<file path="src/rtl/call_request_dispatcher_pkg.sv">
// Shared types and constants for the hall-call dispatcher and the car controllers.
package call_request_dispatcher_pkg;

    localparam int FLOOR_W    = 3;
    localparam int WEIGHT_W   = 11;
    localparam int NUM_FLOORS = 7;

    // Floor 0 is never a legal destination; car controllers treat it as "no floor".
    localparam logic [FLOOR_W-1:0] FLOOR_INVALID = '0;

    typedef enum logic [1:0] {
        IDLE,
        ISSUE,
        WAIT
    } state_t;

    // Round-robin pick: first set bit searching upward from last+1, wrapping 7 -> 1.
    function automatic logic [FLOOR_W-1:0] next_floor(
        input logic [NUM_FLOORS:0] pend,
        input logic [FLOOR_W-1:0]  last
    );
        logic [FLOOR_W-1:0] pick;
        logic [FLOOR_W-1:0] cand;
        pick = FLOOR_INVALID;
        for (int i = NUM_FLOORS; i >= 1; i--) begin
            cand = FLOOR_W'((int'(last) + i - 1) % NUM_FLOORS + 1);
            if (pend[cand]) begin
                pick = cand;
            end
        end
        return pick;
    endfunction

endpackage

</file>
<file path="src/rtl/call_request_dispatcher_debounce.sv">
// Per-floor button debouncer: one-cycle accept pulse once the button has been
// high for DEBOUNCE_CYCLES consecutive cycles; re-arms only after release.
module call_debounce #(
    parameter int DEBOUNCE_CYCLES = 4
) (
    input  logic clk,
    input  logic rst,
    input  logic btn,
    output logic accept
);

    localparam int               CNT_W   = $clog2(DEBOUNCE_CYCLES) + 1;
    localparam logic [CNT_W-1:0] CNT_MAX = CNT_W'(DEBOUNCE_CYCLES);

    logic [CNT_W-1:0] cnt_reg;

    // The counter saturates, so the pulse fires only on the step into CNT_MAX.
    always_ff @(posedge clk or posedge rst) begin
        if (rst) begin
            cnt_reg <= '0;
            accept  <= 1'b0;
        end else begin
            accept <= btn && (cnt_reg == CNT_MAX - 1'b1);
            if (!btn) begin
                cnt_reg <= '0;
            end else if (cnt_reg != CNT_MAX) begin
                cnt_reg <= cnt_reg + 1'b1;
            end
        end
    end

endmodule

</file>
<file path="src/rtl/call_request_dispatcher.sv">
// Latches debounced hall calls and issues them round-robin to the car controller,
// re-issuing on timeout and abandoning a floor after MAX_RETRY re-issues.
module call_request_dispatcher
    import call_request_dispatcher_pkg::*;
#(
    parameter int DEBOUNCE_CYCLES = 4,
    parameter int TIMEOUT_CYCLES  = 64,
    parameter int MAX_RETRY       = 3
) (
    input  logic                clk,
    input  logic                rst,
    input  logic [7:0]          call_btn,
    input  logic [WEIGHT_W-1:0] weight_in,
    output logic [FLOOR_W-1:0]  req_floor,
    output logic [WEIGHT_W-1:0] req_weight,
    output logic                req_valid,
    input  logic                req_ready,
    input  logic                served,
    input  logic [FLOOR_W-1:0]  served_floor,
    output logic [7:0]          pending,
    output logic                dropped,
    output logic                busy
);

    localparam int               TO_W    = $clog2(TIMEOUT_CYCLES) + 1;
    localparam int               RT_W    = $clog2(MAX_RETRY) + 1;
    localparam logic [TO_W-1:0]  TO_LAST = TO_W'(TIMEOUT_CYCLES - 1);
    localparam logic [RT_W-1:0]  RT_MAX  = RT_W'(MAX_RETRY);

    state_t               state_reg;
    logic [7:0]           pending_reg;
    logic [NUM_FLOORS:0]  accept;
    logic [FLOOR_W-1:0]   last_floor_reg;
    logic [TO_W-1:0]      timeout_reg;
    logic [RT_W-1:0]      retry_reg;
    logic [7:0]           clr_mask;
    logic                 served_hit_req;
    logic                 drop_now;

    assign accept[0] = 1'b0;

    genvar gi;
    generate
        for (gi = 1; gi <= NUM_FLOORS; gi++) begin : g_floor
            call_debounce #(
                .DEBOUNCE_CYCLES(DEBOUNCE_CYCLES)
            ) u_debounce (
                .clk    (clk),
                .rst    (rst),
                .btn    (call_btn[gi]),
                .accept (accept[gi])
            );
        end
    endgenerate

    assign served_hit_req = served && (served_floor == req_floor);
    assign drop_now = (state_reg == WAIT) && !served_hit_req &&
                      (timeout_reg == TO_LAST) && (retry_reg >= RT_MAX);

    always_comb begin
        clr_mask = '0;
        if (served && served_floor != FLOOR_INVALID) begin
            clr_mask[served_floor] = 1'b1;
        end
        if (drop_now) begin
            clr_mask[req_floor] = 1'b1;
        end
    end

    // Clears take priority over a press accepted in the same cycle.
    always_ff @(posedge clk or posedge rst) begin
        if (rst) begin
            pending_reg <= '0;
        end else begin
            pending_reg <= (pending_reg | accept) & ~clr_mask;
        end
    end

    always_ff @(posedge clk or posedge rst) begin
        if (rst) begin
            state_reg      <= IDLE;
            req_floor      <= FLOOR_INVALID;
            req_weight     <= '0;
            req_valid      <= 1'b0;
            dropped        <= 1'b0;
            last_floor_reg <= FLOOR_W'(NUM_FLOORS);
            timeout_reg    <= '0;
            retry_reg      <= '0;
        end else begin
            dropped <= 1'b0;
            case (state_reg)
                IDLE: begin
                    if (|pending_reg) begin
                        state_reg  <= ISSUE;
                        req_floor  <= next_floor(pending_reg, last_floor_reg);
                        req_weight <= weight_in;
                        retry_reg  <= '0;
                        req_valid  <= 1'b1;
                    end
                end
                ISSUE: begin
                    // Withdraw if the floor was served (or cleared on the way in) before the handshake.
                    if (served_hit_req || !pending_reg[req_floor]) begin
                        req_valid <= 1'b0;
                        state_reg <= IDLE;
                    end else if (req_ready) begin
                        req_valid      <= 1'b0;
                        state_reg      <= WAIT;
                        last_floor_reg <= req_floor;
                        timeout_reg    <= '0;
                    end
                end
                WAIT: begin
                    if (served_hit_req) begin
                        state_reg <= IDLE;
                    end else if (timeout_reg == TO_LAST) begin
                        if (retry_reg < RT_MAX) begin
                            retry_reg  <= retry_reg + 1'b1;
                            state_reg  <= ISSUE;
                            req_valid  <= 1'b1;
                            req_weight <= weight_in;
                        end else begin
                            dropped   <= 1'b1;
                            state_reg <= IDLE;
                        end
                    end else begin
                        timeout_reg <= timeout_reg + 1'b1;
                    end
                end
                default: state_reg <= IDLE;
            endcase
        end
    end

    assign pending = pending_reg;
    assign busy    = (state_reg != IDLE);

endmodule

</file>
<file path="config.mk">
export PLATFORM = sky130hd
export DESIGN_NAME = call_request_dispatcher
export DESIGN_NICKNAME = d
export VERILOG_FILES = /design/src/rtl/call_request_dispatcher_pkg.sv /design/src/rtl/call_request_dispatcher_debounce.sv /design/src/rtl/call_request_dispatcher.sv
export SDC_FILE = /design/constraint.sdc
export NUM_CORES = 1
export LEC_CHECK = 0
export BUFFER_PORTS_ARGS = -buffer_cell sky130_fd_sc_hd__buf_2
export CORE_MARGIN = 2
export CORE_UTILIZATION = 30
export CTS_CLUSTER_SIZE = 24
export DETAILED_ROUTE_END_ITERATION = 10
export GPL_TIMING_DRIVEN = 0
export REMOVE_ABC_BUFFERS = 1
export SYNTH_ARGS = -nofsm -noshare
export SYNTH_HDL_FRONTEND = slang
export SYNTH_SLANG_ARGS = --single-unit
</file>
<file path="constraint.sdc">
create_clock -name clk -period 4.7 [get_ports clk]
set_clock_uncertainty 0.05 [all_clocks]
set_input_delay 0.705 -clock clk [delete_from_list [all_inputs] [get_ports clk]]
set_output_delay 0.705 -clock clk [all_outputs]
set_load 0.005 [all_outputs]
</file>
==> impl_results.md, run 1 <==
- Status: finished clean
- WL/cell: 14.4 µm
- Crit-path slowest cell: dfstp_4
- Least-Margin Pin Slew: ~1300 ps
- Initial antenna violation count: 3
- Dominant cells by area after synthesis: dfrtp_1 (32%), ha_1 (13%), xnor2_1 (4.5%)
- Worst reg2reg endpoint: req_floor[0]
- Final setup vio count: 0
- Dpl ws: -406 ps
- Area leader, netlist: dfrtp_1
- Critical Path Fanout Max: 9
- Fillers: 1649
- CTS root buf: clkbuf_16
- Post-CTS Hold Buffers: 0
- Drt first pass iters: 5
- Final WL: 11.5 mm
- CP endpoint kind: flop
- Achievable frequency: 0.223 GHz
- Slew Limit Fails: 0
- Start of the worst register-to-register path: last_floor_reg[0]
- Commonest non-fill, non-tap cell in the layout: dfrtp_1
- Fraction of layout instances using a drive strength above 1: 0.238
- Core Footprint: 0.0165 mm²
- Worst Hold Class: input pin to async pin
- Seq cells post-synth: 67
- Largest net degree at the start of global routing: 43
- CP Launch Type: flop
- Synth warn: 0
- Largest register FFs: 21
- Part of the cycle the worst path needs: 0.954
- Cell Area, Synth: 0.00504 mm²
- Fin crit period: 4480 ps
- CTS buffer count: 9
- Initial core utilization: 0.305
- DP HPWL: 8.42 mm
- H-Tree Depth: 3
- Post-synth ARST share: 1.00
- Vias in the first global route: 4047
- FP Rows: 47
- PnR worst setup slack: between 200 and 250 ps
- Fin. Hold Viols: 0
- R2R Setup Slk: 220 ps
- GPL Wtd Cong: 0.788
- Total number of vias: around 4.0k
- Clock Tree Buf Depth: 2
- Clk_lat worst skew: 320 ps
- Gr ovfl total: 0
- Mapped Cells: 516
- CTS tree: yes
- Clock Sinks: 67
- Reg2Reg Depth: 16
- Syn-to-layout area delta: 18.8%
- Iter 0 DRT Violations: 228
- Max-Cap Viols: 0
- Non-Filler Instances: between 800 and 900
- Most frequent cells in the layout: dfrtp_1 (64), buf_2 (49), ha_1 (47)
- Post-route DRC: 0
- Placed cells: 766
- Num ports: 51
- Critical-path cell list: ha_2 > inv_1 > ha_2 > ha_1 > ha_1 > mux2_2 > and3_1 > a211oi_4 > inv_1 > ha_2 > mux4_2 > mux2i_2 > nand3b_1 > a221oi_2 > o21bai_1 > a31oi_1
- Top cell by count, worst path: ha_2
- All-Layer GR Usage: 0.131
- Number of nets in the layout: approximately 650
- Crit path largest cell delay: 690 ps
- Avg Vias per Cell: 4.95
- Final ANT Viol Nets: 0
- Synth top area share: 0.318
- Slew margin rel.: 0.142
- CP required: 4890 ps
- PortBufs: 49
- Post-synth EDFFs: 0
- First-pass GRT wire length: between 15 and 20 mm
- Post-Syn Area per Cell: roughly 10 µm²
- WS Path Type: flop to flop
- Clock transition at path regs: 60 ps
- Sequential area share after synthesis: 0.333
- Height of the die: 134 µm
- Die footprint: 0.0179 mm²
- Die width: 134 µm
- Dominant synthesized flop cell: dfrtp_1
- Arrival @ worst endpoint: 4670 ps
- Count of different cell masters after synthesis: 59
[repair_timing]
action,CTS,global route
cloned,0,0
pin swaps,1,2
buffers inserted,1,18
gates resized for setup,5,9
endpoints found under the setup margin,3,3
[metal layers]
layer	track usage	wire (µm)
met1	0.162	5040
met3	0.0301	611
met2	0.229	5740
met5	0	13
met4	0.0355	124
[cells in the mapped netlist, types with 2 or more instances]
cell type,number
mux2i_1,18
buf_6,2
buf_2,2
a21boi_0,16
nand4b_1,4
o21ai_0,13
and2_1,16
nand2_1,40
and3_1,6
a211oi_1,5
xor2_1,10
nor2b_1,7
dfrtp_1,64
o211a_1,2
nand2b_1,15
a21oi_2,2
inv_2,2
nand4_1,6
mux2_2,17
or2_2,2
nand3_1,13
o22ai_1,7
nand3b_1,6
a21oi_1,26
nor3_1,6
clkbuf_1,15
o211ai_1,3
o31ai_1,2
dfstp_2,3
ha_1,51
xnor2_1,26
nor4_1,2
nor3b_1,2
mux4_1,2
inv_1,42
a31oi_1,6
nor2_1,23
mux4_2,10
a22o_1,2
[final cells by class]
type,instances,area [µm²],share of cell area
multi-input cells,385,3140,0.525
clock buffers,11,243,0.0405
well taps,220,275,0.0460
flip-flops and latches,67,1680,0.281
diodes,2,5.00,0.000836
clock inverters,5,52.6,0.00878
inverters,44,169,0.0282
repair buffers,69,414,0.0692
[cell families after synthesis]
logic type               count (synthesis)  share of synthesized area
AND/OR/NAND/NOR                        150                      0.156
XOR/XNOR                                36                     0.0626
multiplexers                            48                      0.131
flip-flops                              67                      0.333
buffers and inverters                   64                     0.0519
AO/OA/AOI/OAI                          100                      0.139
adder cells (fa/ha/maj)                 51                      0.127
[stage by stage]
stage / area (µm²) / hold slack (ps) / util / setup TNS, ps
after floorplan: 4940 / 420 / - / 0
after global placement: 5460 / 434 / 0.331 / -775
after detailed placement: 5480 / 440 / 0.332 / -1120
after CTS: 5810 / 394 / 0.352 / 0
after global routing: 5980 / 418 / 0.362 / -7.05
final: 5990 / 377 / 0.362 / 0
[worst max-delay path, delay by kind of cell (launching register included)]
family,cells,cell delay [ps]
adder cells (fa/ha/maj),5,1370
multiplexers,3,950
AO/OA/AOI/OAI,4,840
flip-flops,1,690
AND/OR/NAND/NOR,2,360
buffers and inverters,2,150
[worst max-delay path by stage]
| stage | startpoint | depth (start not counted) | end | slack (ps) |
|---|---|---|---|---|
| 6_report | last_floor_reg[0] | 16 | req_floor[0] | 220 |
| 5_1_grt | last_floor_reg[0] | 16 | req_floor[0] | -5 |
| 4_1_cts | last_floor_reg[0] | 16 | req_floor[0] | 3 |
| 3_5_place_dp | last_floor_reg[0] | 15 | req_floor[0] | -410 |
| 3_3_place_gp | last_floor_reg[0] | 15 | req_floor[0] | -290 |
| 2_1_floorplan | last_floor_reg[0] | 15 | req_floor[2] | 390 |
Power of run 1 is left out: the tool's default activity adds up to more than one toggle a clock period on the data nets, which glitch-free logic cannot reach.
==> run 2, diff against run 1 <==
- CELL_PAD_IN_SITES_DETAIL_PLACEMENT: unset -> 2
- CELL_PAD_IN_SITES_GLOBAL_PLACEMENT: unset -> 2
- PLACE_DENSITY_LB_ADDON: unset -> 0.1
- RECOVER_POWER: unset -> 25
==> run 2 against run 1 <==
Compared with the run above:
- the flow now finishes with violations (max-capacitance violations, max-slew violations)
- die area stayed put
- final area is 0.69% lower
- global-route usage is 3.9 points higher
- wire length is 23% higher
- core utilization is 0.25 points lower
- via count is 0.98% higher
- fmax is 0.90% lower
- critical endpoint is now req_floor[2]
==> impl_results.md, run 2 (synthesis results as in run 1) <==
- Status: finished, violations left
- Final hold slack: 456 ps (+78.8 ps)
- Least-Margin Pin Slew: 3040 ps (+1750 ps)
- CP Launch Type: flop
- Achievable frequency: 0.221 GHz (-0.90%)
- Core Footprint: 0.0165 mm² (unchanged)
- Iter 0 DRT Violations: 97 (-57%)
- WP buf/inv: 2 (unchanged)
- Clk_lat worst skew: 330 ps (about the same)
- Number of nets in the layout: 643 (-1.5%)
- PortBufs: 49 (unchanged)
- Final ANT Viol Nets: 0 (unchanged)
- Avg Vias per Cell: 5.08 (+2.5%)
- CP required: 4890 ps (about the same)
- Most frequent cells in the layout: dfrtp_1 (64), buf_2 (49), ha_1 (47)
- Violated checks: max-capacitance violations, max-slew violations
- Fin. Hold Viols: 0 (unchanged)
- Clock Tree Buf Depth: 2 (unchanged)
- Die footprint: 0.0179 mm² (unchanged)
- Sequential cell area: 0.00169 mm² (+0.45%)
- Arrival @ worst endpoint: 4720 ps (+50 ps)
- Drt first pass iters: 4 (-1)
- Gr ovfl total: 0 (unchanged)
- Largest net degree at the start of global routing: 68 (+58%)
- Final setup vio count: 0 (unchanged)
- All-Layer GR Usage: 0.169 (+0.0385)
- Num ports: 51 (unchanged)
- CP delay by family, top: compound AO/OA/AOI/OAI gates
- CP endpoint kind: flop
- Vias in the first global route: 4577 (+13%)
- Crit-path slowest cell: dfstp_4
- Fraction of layout instances using a drive strength above 1: 0.229 (-0.00810)
- Crit path largest cell delay: 710 ps (+20 ps)
- WS Path Type: flop to flop
- Clock transition at path regs: 50 ps (about the same)
- Critical Path Fanout Max: 11 (+2)
- Critical-path cell list: clkinvlp_4 > ha_1 > a21oi_4 > inv_1 > ha_1 > nor3_1 > a32oi_2 > and2_1 > xnor2_1 > ha_1 > mux4_2 > a22o_1 > nand4b_1 > a31o_1 > a31oi_1
- Die width: 134 µm (unchanged)
- Post-CTS Hold Buffers: 0 (unchanged)
- Max-Cap Viols: 1 (+1)
- Total number of vias: 4017 (+0.98%)
- FP Rows: 47 (unchanged)
- Initial core utilization: 0.305 (unchanged)
- GPL Wtd Cong: 0.786 (-0.18%)
- Slew margin rel.: -1.04 (-1.18)
- Area of the multi-input gates: 0.00318 mm² (+1.3%)
- Final WL: 14.2 mm (+23%)
- R2R Setup Slk: 180 ps (-40 ps)
- WL/cell: 17.9 µm (+25%)
- Largest register FFs: 21 (unchanged)
- CTS tree: yes
- # diodes: 0 (-2)
- Syn-to-layout area delta: 18.0%
- Worst Hold Class: flop to flop
- CTS root buf: clkbuf_16
- Initial antenna violation count: 0 (-3)
- Fin crit period: 4520 ps (+40.8 ps)
- Commonest non-fill, non-tap cell in the layout: dfrtp_1
- CTS buffer count: 9 (unchanged)
- Clock Sinks: 67 (unchanged)
- First-pass GRT wire length: 24.0 mm (+26%)
- Part of the cycle the worst path needs: 0.962 (+0.00867)
- Top cell by count, worst path: ha_1
- H-Tree Depth: 3 (unchanged)
- Post-route DRC: 0 (unchanged)
- Slew Limit Fails: 68 (+68)
- Fillers: 1830 (+11%)
- Height of the die: 134 µm (unchanged)
- DP HPWL: 10.5 mm (+25%)
-- run 2: worst register-to-register path, cell delays in order (launching register included) --
cell and delay (ps):
dfstp_4 710, clkinvlp_4 180, ha_1 300, a21oi_4 230, inv_1 110, ha_1 320, nor3_1 230, a32oi_2 190
and2_1 210, xnor2_1 120, ha_1 360, mux4_2 530, a22o_1 260, nand4b_1 230, a31o_1 260, a31oi_1 130
-- run 2: through the flow --
stage | setup TNS [ps] | utilization | area, µm² | std cells | worst slack (ps)
detailed placement | -1560 | 0.331 | 5470 | 765 | -565
finish | 0 | 0.360 | 5950 | 791 | 177
global route | -39.1 | 0.360 | 5950 | 791 | -21.7
floorplan | 0 | - | 4940 | 496 | 393
CTS | -5.65 | 0.353 | 5840 | 784 | -5.65
global placement | -1390 | 0.331 | 5460 | 765 | -499
-- run 2: per-layer routing --
layer | up-vias | routed length, µm | track usage
li1 | 1916 | - | -
met5 | - | 0 | 0
met1 | 2041 | 6400 | 0.210
met2 | 55 | 7160 | 0.303
met4 | 0 | 93 | 0.0396
met3 | 5 | 534 | 0.0335
-- run 2: final timing paths --
check / start / end / cells past startpoint
setup / recovery: last_floor_reg[1] / req_floor[2] / 15
max in group asynchronous: rst / state_reg[1] / 2
hold / removal: req_weight[3] / req_weight[3] / 1
setup reg to reg: last_floor_reg[1] / req_floor[2] / 15
hold reg to reg: req_weight[3] / req_weight[3] / 1
min in group asynchronous: rst / g_floor[4].u_debounce.cnt_reg[0] / 2
-- run 2: cell type report --
| class | instances | share of cell area |
|---|---|---|
| clock buffer | 10 | 0.0402 |
| clock inverter | 6 | 0.0109 |
| inverter | 44 | 0.0286 |
| multi-input combinational | 385 | 0.536 |
| sequential | 67 | 0.285 |
| tap | 220 | 0.0463 |
| timing repair buffer | 59 | 0.0539 |
-- run 2: what timing repair did --
item / in CTS / in global routing
pin swaps: 1 / 1
setup buffers: 3 / 7
gates resized for setup: 7 / 13
endpoints found under the hold margin: 0 / 0
setup endpoints to repair: 3 / 3
Power of run 2 is left out for the same reason.
